### src/rtl/word_counter_pkg.sv
// word_counter_pkg: FSM state encoding and default widths shared by the
// word-counter readout responder and its per-FIFO counter slices.
package word_counter_pkg;

   typedef enum logic [1:0] {
      ST_RESET  = 2'd0,
      ST_INIT   = 2'd1,
      ST_IDLE   = 2'd2,
      ST_ACTIVE = 2'd3
   } state_t;

   localparam int NUM_PORTS_DEF = 4;
   localparam int IDX_W_DEF     = 2;
   localparam int CNT_W_DEF     = 5;

   function automatic logic is_run(input state_t s);
      return (s == ST_IDLE) || (s == ST_ACTIVE);
   endfunction

endpackage

### src/rtl/word_counter_slice.sv
// word_counter_slice: one wrapping word counter. A clear wins over an
// increment, but a pop counted in the same cycle survives the clear.
module word_counter_slice
   import word_counter_pkg::*;
#(
   parameter int CNT_W = CNT_W_DEF
) (
   input  logic             clk,
   input  logic             reset,
   input  logic             en,
   input  logic             inc,
   input  logic             clr,
   output logic [CNT_W-1:0] cnt
);

   logic hit;

   assign hit = en & inc;

   always_ff @(posedge clk or posedge reset) begin
      if (reset) begin
         cnt <= '0;
      end else if (clr) begin
         cnt <= CNT_W'(hit);
      end else if (hit) begin
         cnt <= cnt + CNT_W'(1);
      end
   end

endmodule

### src/rtl/word_counter_rsp.sv
// word_counter_rsp: counts words popped per output FIFO and answers
// req/idx queries. `WORD_COUNTER_CLEAR_ON_READ_EN makes reads destructive.
module word_counter_rsp
   import word_counter_pkg::*;
#(
   parameter int NUM_PORTS = NUM_PORTS_DEF,
   parameter int IDX_W     = IDX_W_DEF,
   parameter int CNT_W     = CNT_W_DEF
) (
   input  logic                 clk,
   input  logic                 reset,
   input  logic                 init,
   input  logic [NUM_PORTS-1:0] pop,
   input  logic [NUM_PORTS-1:0] fifo_empty,
   input  logic                 req,
   input  logic [IDX_W-1:0]     idx,
   output logic [CNT_W-1:0]     contador,
   output logic                 valid,
   output logic [1:0]           state
);

   state_t               state_q;
   state_t               state_d;
   logic                 run;
   logic                 served;
   logic                 cnt_en;
   logic [NUM_PORTS-1:0] rd_clr;
   logic [CNT_W-1:0]     cnt [NUM_PORTS];

   assign run    = is_run(state_q);
   assign served = req & run;
   // init clears rather than counts, so counting is masked while it is high
   assign cnt_en = run & ~init;

   always_ff @(posedge clk or posedge reset) begin
      if (reset) begin
         state_q <= ST_RESET;
      end else begin
         state_q <= state_d;
      end
   end

   always_comb begin
      state_d = state_q;
      if (init) begin
         state_d = ST_INIT;
      end else begin
         unique case (state_q)
            ST_RESET,
            ST_INIT:   state_d = ST_IDLE;
            ST_IDLE:   if (!(&fifo_empty)) state_d = ST_ACTIVE;
            ST_ACTIVE: if (&fifo_empty) state_d = ST_IDLE;
            default:   state_d = ST_RESET;
         endcase
      end
   end

`ifdef WORD_COUNTER_CLEAR_ON_READ_EN
   always_comb begin
      rd_clr = '0;
      if (served) rd_clr[idx] = 1'b1;
   end
`else
   assign rd_clr = '0;
`endif

   for (genvar i = 0; i < NUM_PORTS; i++) begin : g_slice
      word_counter_slice #(
         .CNT_W (CNT_W)
      ) u_slice (
         .clk   (clk),
         .reset (reset),
         .en    (cnt_en),
         .inc   (pop[i] & ~fifo_empty[i]),
         .clr   (init | rd_clr[i]),
         .cnt   (cnt[i])
      );
   end

   // response carries the count as it stood before this edge's update
   always_ff @(posedge clk or posedge reset) begin
      if (reset) begin
         contador <= '0;
         valid    <= 1'b0;
      end else begin
         valid <= served;
         if (served) contador <= cnt[idx];
      end
   end

   assign state = state_q;

endmodule
### config.mk
export PLATFORM = sky130hd
export DESIGN_NAME = word_counter_rsp
export DESIGN_NICKNAME = d
export VERILOG_FILES = /design/src/rtl/word_counter_pkg.sv /design/src/rtl/word_counter_slice.sv /design/src/rtl/word_counter_rsp.sv
export SDC_FILE = /design/constraint.sdc
export NUM_CORES = 1
export LEC_CHECK = 0
export CELL_PAD_IN_SITES_DETAIL_PLACEMENT = 0
export CELL_PAD_IN_SITES_GLOBAL_PLACEMENT = 1
export CORE_MARGIN = 2
export CORE_UTILIZATION = 25
export DETAILED_ROUTE_END_ITERATION = 6
export GPL_ROUTABILITY_DRIVEN = 0
export PLACE_DENSITY_LB_ADDON = 0.25
export SLEW_MARGIN = 0
export SYNTH_ARGS = -nofsm -noshare
export SYNTH_HDL_FRONTEND = slang
export SYNTH_HIERARCHICAL = 1
export SYNTH_SLANG_ARGS = --single-unit
### constraint.sdc
create_clock -name clk -period 1.75 [get_ports clk]
set_input_delay 0.175 -clock clk [delete_from_list [all_inputs] [get_ports clk]]
set_output_delay 0.175 -clock clk [all_outputs]
set_load 0.01 [all_outputs]
Word level (Yosys, flattened, before mapping)
Index checks and enable logic that the tools add are counted.

word-level totals
  register bits = 28
  latch bits = 0
  bits in writable memories = 0
  bits in read-only memories = 0
  bits of input ports = 14
  output and inout port bits = 8
  word-level logic and storage cells = 57
  memories = 0

operators by class
  $add $sub $neg = 4
  multipliers = 0
  divide/modulo/power cells = 0
  $lt $le $gt $ge = 1
  equality and inequality tests = 5
  shift-type cells = 0
  multiplexer cells = 15
  bitwise operators = 16
  reduce and logical (&&, ||, !) cells = 9

operators by type and width
  cell                                                    count
  2-to-1 mux 5 bit                                        10
  adder 5 x 1 -> 5 bit (second input constant)            4
  AND 1 bit                                               10
  binary-select mux 5 bit (select 2 bit)                  1
  nonzero test 2 bit                                      4
  2-to-1 mux 2 bit                                        3
  case mux 2 bit (3 select lines)                         1
  NOT 1 bit                                               5
  equality test 2 bit (second input constant)             2
  AND reduction 4 bit                                     1
  >= comparator 3 bit (second input constant)             1
  inequality test 3 x 2 -> 1 bit (second input constant)  1
  inequality test 3 bit (second input constant)           1
  NOT 2 -> 3 bit                                          1
  equality test 2 x 1 -> 1 bit (second input constant)    1
  logical NOT 2 bit                                       1
  AND reduction 2 bit                                     1
  OR reduction 2 bit                                      1
  logical OR 1 bit                                        1

Depth between registers and ports, before layout
Gate-level depths: netlist (run 1).

  depth after elaboration = 6
  gate-level depth with buffers = 4
  depth with buffers taken out = 4

Cells and area by module
Netlist (run 1), hierarchy kept.

by module, submodules not included
  module              instances  cells each  area each (um^2)  seq. area each (um^2)
  word_counter_slice  4          25          257.7             125.1
  word_counter_rsp    1          30          440.4             200.2

Worst setup path after synthesis (run 1)
OpenSTA, ideal clock, no wires.

  kind = flip-flop to flip-flop
  start = reg state_q[1] (netlist: state[1])
  end = reg g_slice[0].u_slice.cnt[3]
  arrival time = 1.608 ns
  setup slack = 0.017 ns
  cell stages (with the launch flop) = 5
  period minus slack after synthesis = 1.733 ns
  cells stage by stage = dfrtp_1 > nor2b_1 > and3_1 > nand3_1 > mux2_4

on the way
  word-level cells in the longest chain between the ends = 5
  elaborated cells between the ends (all ways) = 6
  classes of those cells = 2 x eq/ne; 2 x bitwise; 2 x reduce/logical

RTL lines
  what                                   RTL line                  RTL
  start: declaration                     word_counter_rsp.sv:22    state_t state_q;
  start signal: assignment               word_counter_rsp.sv:39    state_q <= state_d;
  equality test 2 bit                    word_counter_pkg.sv:17    return (s == ST_IDLE) || (s == ST_ACTIVE);
  logical OR 1 bit *                     word_counter_pkg.sv:17
  AND 1 bit *                            word_counter_rsp.sv:33    assign cnt_en = run & ~init;
  via cnt_en                             word_counter_rsp.sv:26    logic cnt_en;
  AND 1 bit *                            word_counter_slice.sv:18  assign hit = en & inc;
  nonzero test 2 bit (no source line) *  --
  end signal: assignment                 word_counter_slice.sv:24  cnt <= CNT_W'(hit);
  end signal: assignment                 word_counter_slice.sv:26  cnt <= cnt + CNT_W'(1);
  end: declaration                       word_counter_slice.sv:13  output logic [CNT_W-1:0] cnt

Mark *: on every way through the listed nets, which the timed path passes. The rest lies on a longest branch.
A chain may end at the register's enable or synchronous reset.

Final worst setup path (run 1)
  start = reg state_q[1] (netlist: state[1])
  end = reg g_slice[3].u_slice.cnt[4]

on the way
  word-level cells in the longest chain between the ends = 5
  elaborated cells between the ends (all ways) = 6
  classes of those cells = 2 x eq/ne; 2 x bitwise; 2 x reduce/logical

RTL lines
  what                                   RTL line
  equality test 2 bit                    word_counter_pkg.sv:17
  logical OR 1 bit *                     word_counter_pkg.sv:17
  AND 1 bit *                            word_counter_rsp.sv:33
  via cnt_en                             word_counter_rsp.sv:26
  AND 1 bit *                            word_counter_slice.sv:18
  nonzero test 2 bit (no source line) *  --
  end signal: assignment                 word_counter_slice.sv:24
  end signal: assignment                 word_counter_slice.sv:26
  end: declaration                       word_counter_slice.sv:13

Marked as above.

==> flow_summary.ini, run 1 <==
[global_routing]
overflow = 0
grt_use_total = 0.110
grt_pass1_vias = 1034
grt_first_pass_wirelength_mm = 5.23
antenna_found_initial = 0
grt_start_max_net_pins = 31

[cts]
clock_sinks = 28
ctsHtreeMaxLevel = 1
cts_tree = yes
ctsHoldBuffers = 0
cts_resized = 0
ctsLongestPathBuffers = 2
cts.root.buffer_cell = clkbuf_8
cts-buffers-inserted = 3
clk_latency_ns = 0.27
post-cts-setup-buffers = 0
clkTransAtPathRegs_ns = 0.09

[timing]
hold_viol_final = 0
rsz0062_at_grt = no
slew_headroom = 0.788
clock_skew_ns = 0.00685
fin_ws_ns = 0.202
tightestPinTransition_ns = 0.317
setup_viol = 0
whs_ns = 0.277
report.final.slew_viol_count = 0
layout_min_cycle_time_ns = 1.55
finalCritPeriodShare = 0.885
fmax_mhz = 646
setup_tns_ns = 0

[die]
io_pins = 22
rows = 27
start_util = 0.262
core_area_sq_um = 5610
die_x_microns = 80.7
dieArea_sq_um = 6510
die_h_microns = 80.7

[layout]
most-common-layout-cells = dfrtp_1, clkdlybuf4s50_1, nor2b_1
seq_area_sq_um = 701
final_cells = 231
utilization = 0.329
insertedDiodeCount = 0
fill_cells = 601
multi_input_comb_area_sq_um = 733
final_area_sq_um = 1850
drive_gt1_frac = 0.170
areaGrowthSynthToFinish_pct = 25.5
final_common_cell = dfrtp_1
fin_nets = 179

[setup_path]
path_max_fanout = 8
cp-end-kind = flip-flop
required_ns = 1.90
crit_chain = nor2b_1 > buf_4 > and3_1 > nand3_1 > mux2_4
slowest_stage = dfrtp_1
crit_arrival_ns = 1.70
crit_path_max_incr_delay_ns = 0.45
reg2reg_slack_ns = 0.20
cp_top_family = simple AND/OR/NAND/NOR gates
path_buf_inv = 1
critPathLaunchType = flip-flop
path_class = flip-flop to flip-flop

[logic_synthesis]
netlist_area_sq_um = 1470
ys.warnings.count = 6
synth.top_cell.area_share = 0.476
seq_area_frac_synth = 0.476
ys_ff_latch = 28
syn_avg_cell_area_sq_um = 11.3
synth_area_leaders = dfrtp_1, mux2_4, mux4_2
synth_fp_nets = 148
synth_area_leader_cell = dfrtp_1
synthCells = 130
synth_cell_types = 17

[drt]
drt-pass1-iter-count = 4
drc_errors = 0
vias_per_cell = 4.43
via_count = 1024
wl_per_cell_microns = 13.7
drt-total-wl_mm = 3.16
dr.first_iter.drc_count = 68
postRouteAntennaNets = 0

[power_and_ir_drop]
clkPwrFrac = 0.295
combPwrFrac = 0.121
switching_share = 0.229
vdd_drop_max_mv = 0.261
p_leak_nw = 0.862
internal_power_mw = 0.885
power_mw = 1.15
p_seq_frac = 0.584
powerDensity_nw_per_um2 = 622
p_sw_mw = 0.263

[placed_design]
hpwlAfterDp_mm = 2.49
numPortBuffers = 21
place_area_sq_um = 1810
dp.cells = 228
pre_cts_slack_ns = 0.0346

[outcome]
status = completed

[run]
maxCapViolCount = 0

[min_path]
worstHoldPathType = primary input to asynchronous set/reset pin
==> power by group through the flow <==
stage               combinational [mW]  clock, mW  sequential (mW)
global route                     0.155      0.389            0.673
global placement                 0.138          0            0.684
floorplan                       0.0586          0            0.683
CTS                              0.141      0.352            0.671
detailed placement               0.140          0            0.684
finish                           0.138      0.339            0.671
==> final timing paths <==
check,cells past startpoint,endpoint,start
setup / recovery,5,g_slice[3].u_slice/cnt[4],state[1]
hold / removal,2,g_slice[0].u_slice/cnt[1],reset
setup reg to reg,5,g_slice[3].u_slice/cnt[4],state[1]
hold reg to reg,1,contador[0],contador[0]
max in group asynchronous,2,state[1],reset
min in group clk,1,contador[0],contador[0]
==> registers in the layout, indices dropped and copies added, names as in the netlist <==
name,count
contador,5
valid,1
state,2
g_slice.u_slice/cnt,20
==> cells in the mapped netlist <==
master / instances
nor2b_1: 17
mux4_2: 5
a21o_1: 1
mux2_4: 8
a21oi_1: 4
xnor2_1: 4
and3_1: 4
nand2_1: 9
nand4_1: 1
xor2_1: 4
nor2_1: 12
buf_6: 1
dfrtp_1: 28
inv_1: 7
ha_1: 4
nand3_1: 16
mux2_2: 5
==> layout make-up <==
type                    count  area share
flip-flops and latches     28       0.379
multi-input cells          94       0.397
clock buffers               3      0.0224
inverters                   7      0.0142
well taps                  72      0.0488
repair buffers             27       0.138
==> logic make-up after synthesis <==
| group | Yosys count | synth area share |
|---|---|---|
| AOI/OAI and AO/OA | 5 | 0.0187 |
| xor gates and xnor gates | 8 | 0.0476 |
| adders and majority gates | 4 | 0.0340 |
| buffers and inverters | 8 | 0.0255 |
| DFF | 28 | 0.476 |
| muxes | 18 | 0.196 |
| and+or+nand+nor | 59 | 0.202 |
==> worst register-to-register path: cells and delay by family, from the launching register on <==
kind                   cells  cell delay, ns
muxes                      1            0.31
buffers and inverters      1            0.17
DFF                        1            0.45
and+or+nand+nor            3            0.50
==> metal layers <==
layer  GRT usage  wire length (microns)  part of all wire  vias to the layer above
met5           0                      0                 0                        -
met4      0.0305                     10            0.0032                        0
met3      0.0180                    145             0.046                        2
met2       0.177                   1430              0.45                       25
met1       0.152                   1570              0.50                      492
li1            -                      -                 -                      505
No activity file was read; power rests on OpenSTA's default activity.
==> run 2: changes to the inputs <==
- CORE_MARGIN: 2 -> unset
- GPL_TIMING_DRIVEN: unset -> 0
==> run 2 against run 1 <==
Against the previous run: setup slack worse by 0.10 ns; global-route usage is 0.81 points higher; utilization is 0.11 points higher; sequential power hardly changed; largest power group unchanged.
==> flow_summary.ini, run 2 (synthesis results as in run 1) <==
[timing]
finalCritPeriodShare = 0.942
hold_viol_final = 0
slew_headroom = 0.547
fmax_mhz = 606
tightestPinTransition_ns = 0.679
clock_skew_ns = 0.00694
layout_min_cycle_time_ns = 1.65
rsz0062_at_grt = no
setup_viol = 0
report.final.slew_viol_count = 0

[power_and_ir_drop]
vdd_drop_max_mv = 0.282
p_leak_nw = 0.854
powerDensity_nw_per_um2 = 718

[die]
start_util = 0.264
die_h_microns = 78.7
dieArea_sq_um = 6200
io_pins = 22
rows = 27
die_x_microns = 78.7
core_area_sq_um = 5570

[global_routing]
overflow = 0
antenna_found_initial = 0
grt_first_pass_wirelength_mm = 5.51
grt_start_max_net_pins = 32
grt_pass1_vias = 1116
grt_use_total = 0.118

[layout]
most-common-layout-cells = dfrtp_1, clkdlybuf4s50_1, nor2b_1, nand3_1, nor2_1
final_cells = 226
seq_area_sq_um = 701
final_area_sq_um = 1840
insertedDiodeCount = 0
top_register = g_slice.u_slice/cnt
fin_nets = 173
areaGrowthSynthToFinish_pct = 25.2
largest_register_ffs = 20
fill_cells = 568
final_common_cell = dfrtp_1
multi_input_comb_area_sq_um = 741
drive_gt1_frac = 0.162

[drt]
drc_errors = 0
postRouteAntennaNets = 0
dr.first_iter.drc_count = 30
drt-pass1-iter-count = 4
wl_per_cell_microns = 14.4
drt-total-wl_mm = 3.25
vias_per_cell = 4.46
via_count = 1007

[cts]
ctsHoldBuffers = 0
clock_sinks = 28
ctsLongestPathBuffers = 2
post-cts-setup-buffers = 0
ctsHtreeMaxLevel = 1
cts_resized = 5
cts.root.buffer_cell = clkbuf_8
cts_tree = yes
cts-buffers-inserted = 3
clkTransAtPathRegs_ns = 0.10
clk_latency_ns = 0.28

[setup_path]
path_max_fanout = 31
crit_arrival_ns = 1.82
critPathLaunchType = primary input
required_ns = 1.92
cp-end-kind = flip-flop
reg2reg_slack_ns = 0.16
path_class = primary input to flip-flop

[outcome]
status = completed

[placed_design]
numPortBuffers = 20
hpwlAfterDp_mm = 2.45
place_area_sq_um = 1760
dp.cells = 222

[run]
maxCapViolCount = 0

[min_path]
worstHoldPathType = primary input to asynchronous set/reset pin
-- run 2: cell types whose count changed in the layout (fill, tap and decap cells not counted) --
cell	delta
nor2b_4	+1
buf_4	-6
buf_6	+1
bufinv_16	+1
clkdlybuf4s15_2	+1
clkdlybuf4s50_1	-2
nor2b_1	-1
-- run 2: report_power, final --
group	internal (mW)	switching, mW	leakage, nW
registers	0.659	0.0116	0.382
clock network	0.306	0.214	0.0357
logic	0.0646	0.0664	0.437
total	1.03	0.292	0.854
-- run 2: through the flow --
stage / total power, mW / setup slack, ns / setup TNS [ns] / util / hold slack, ns
final: 1.32 / 0.101 / 0 / 0.330 / 0.288
after detailed placement: 0.815 / -1.38 / -24.11 / 0.316 / 0.496
after floorplan: 0.742 / 0.0167 / 0 / - / -0.0465
after CTS: 1.33 / 0.140 / 0 / 0.330 / 0.307
after global routing: 1.37 / 0.0103 / 0 / 0.330 / 0.313
after global placement: 0.812 / -1.36 / -23.67 / 0.316 / 0.491
-- run 2: final timing paths --
check	startpoint	endpoint	cells after the start
max	init	g_slice[3].u_slice/cnt[4]	5
max reg2reg	state[1]	g_slice[3].u_slice/cnt[4]	4
min	reset	g_slice[2].u_slice/cnt[3]	2
min in group clk	idx[0]	contador[2]	3
min reg2reg	contador[1]	contador[1]	1
max in group asynchronous	reset	contador[4]	2
-- run 2: area by class of cell --
class | instances | area share
Multi-Input combinational cell | 94 | 0.402
Sequential cell | 28 | 0.380
Timing Repair Buffer | 20 | 0.109
Tap cell | 72 | 0.0489
Clock buffer | 3 | 0.0224
Clock inverter | 1 | 0.0163
Inverter | 7 | 0.0143
Buffer | 1 | 0.00611
-- run 2: critical path, cell delays in order --
cell and delay [ns]:
clkdlybuf4s15_2 0.48, nor2b_4 0.47, and3_1 0.23, nand3_1 0.12, mux2_4 0.31
-- run 2: metal layers --
metal | track usage | part of all wire
met3 | 0.0195 | 0.038
met1 | 0.155 | 0.51
met4 | 0.0500 | 0.014
met2 | 0.190 | 0.44
met5 | 0 | 0
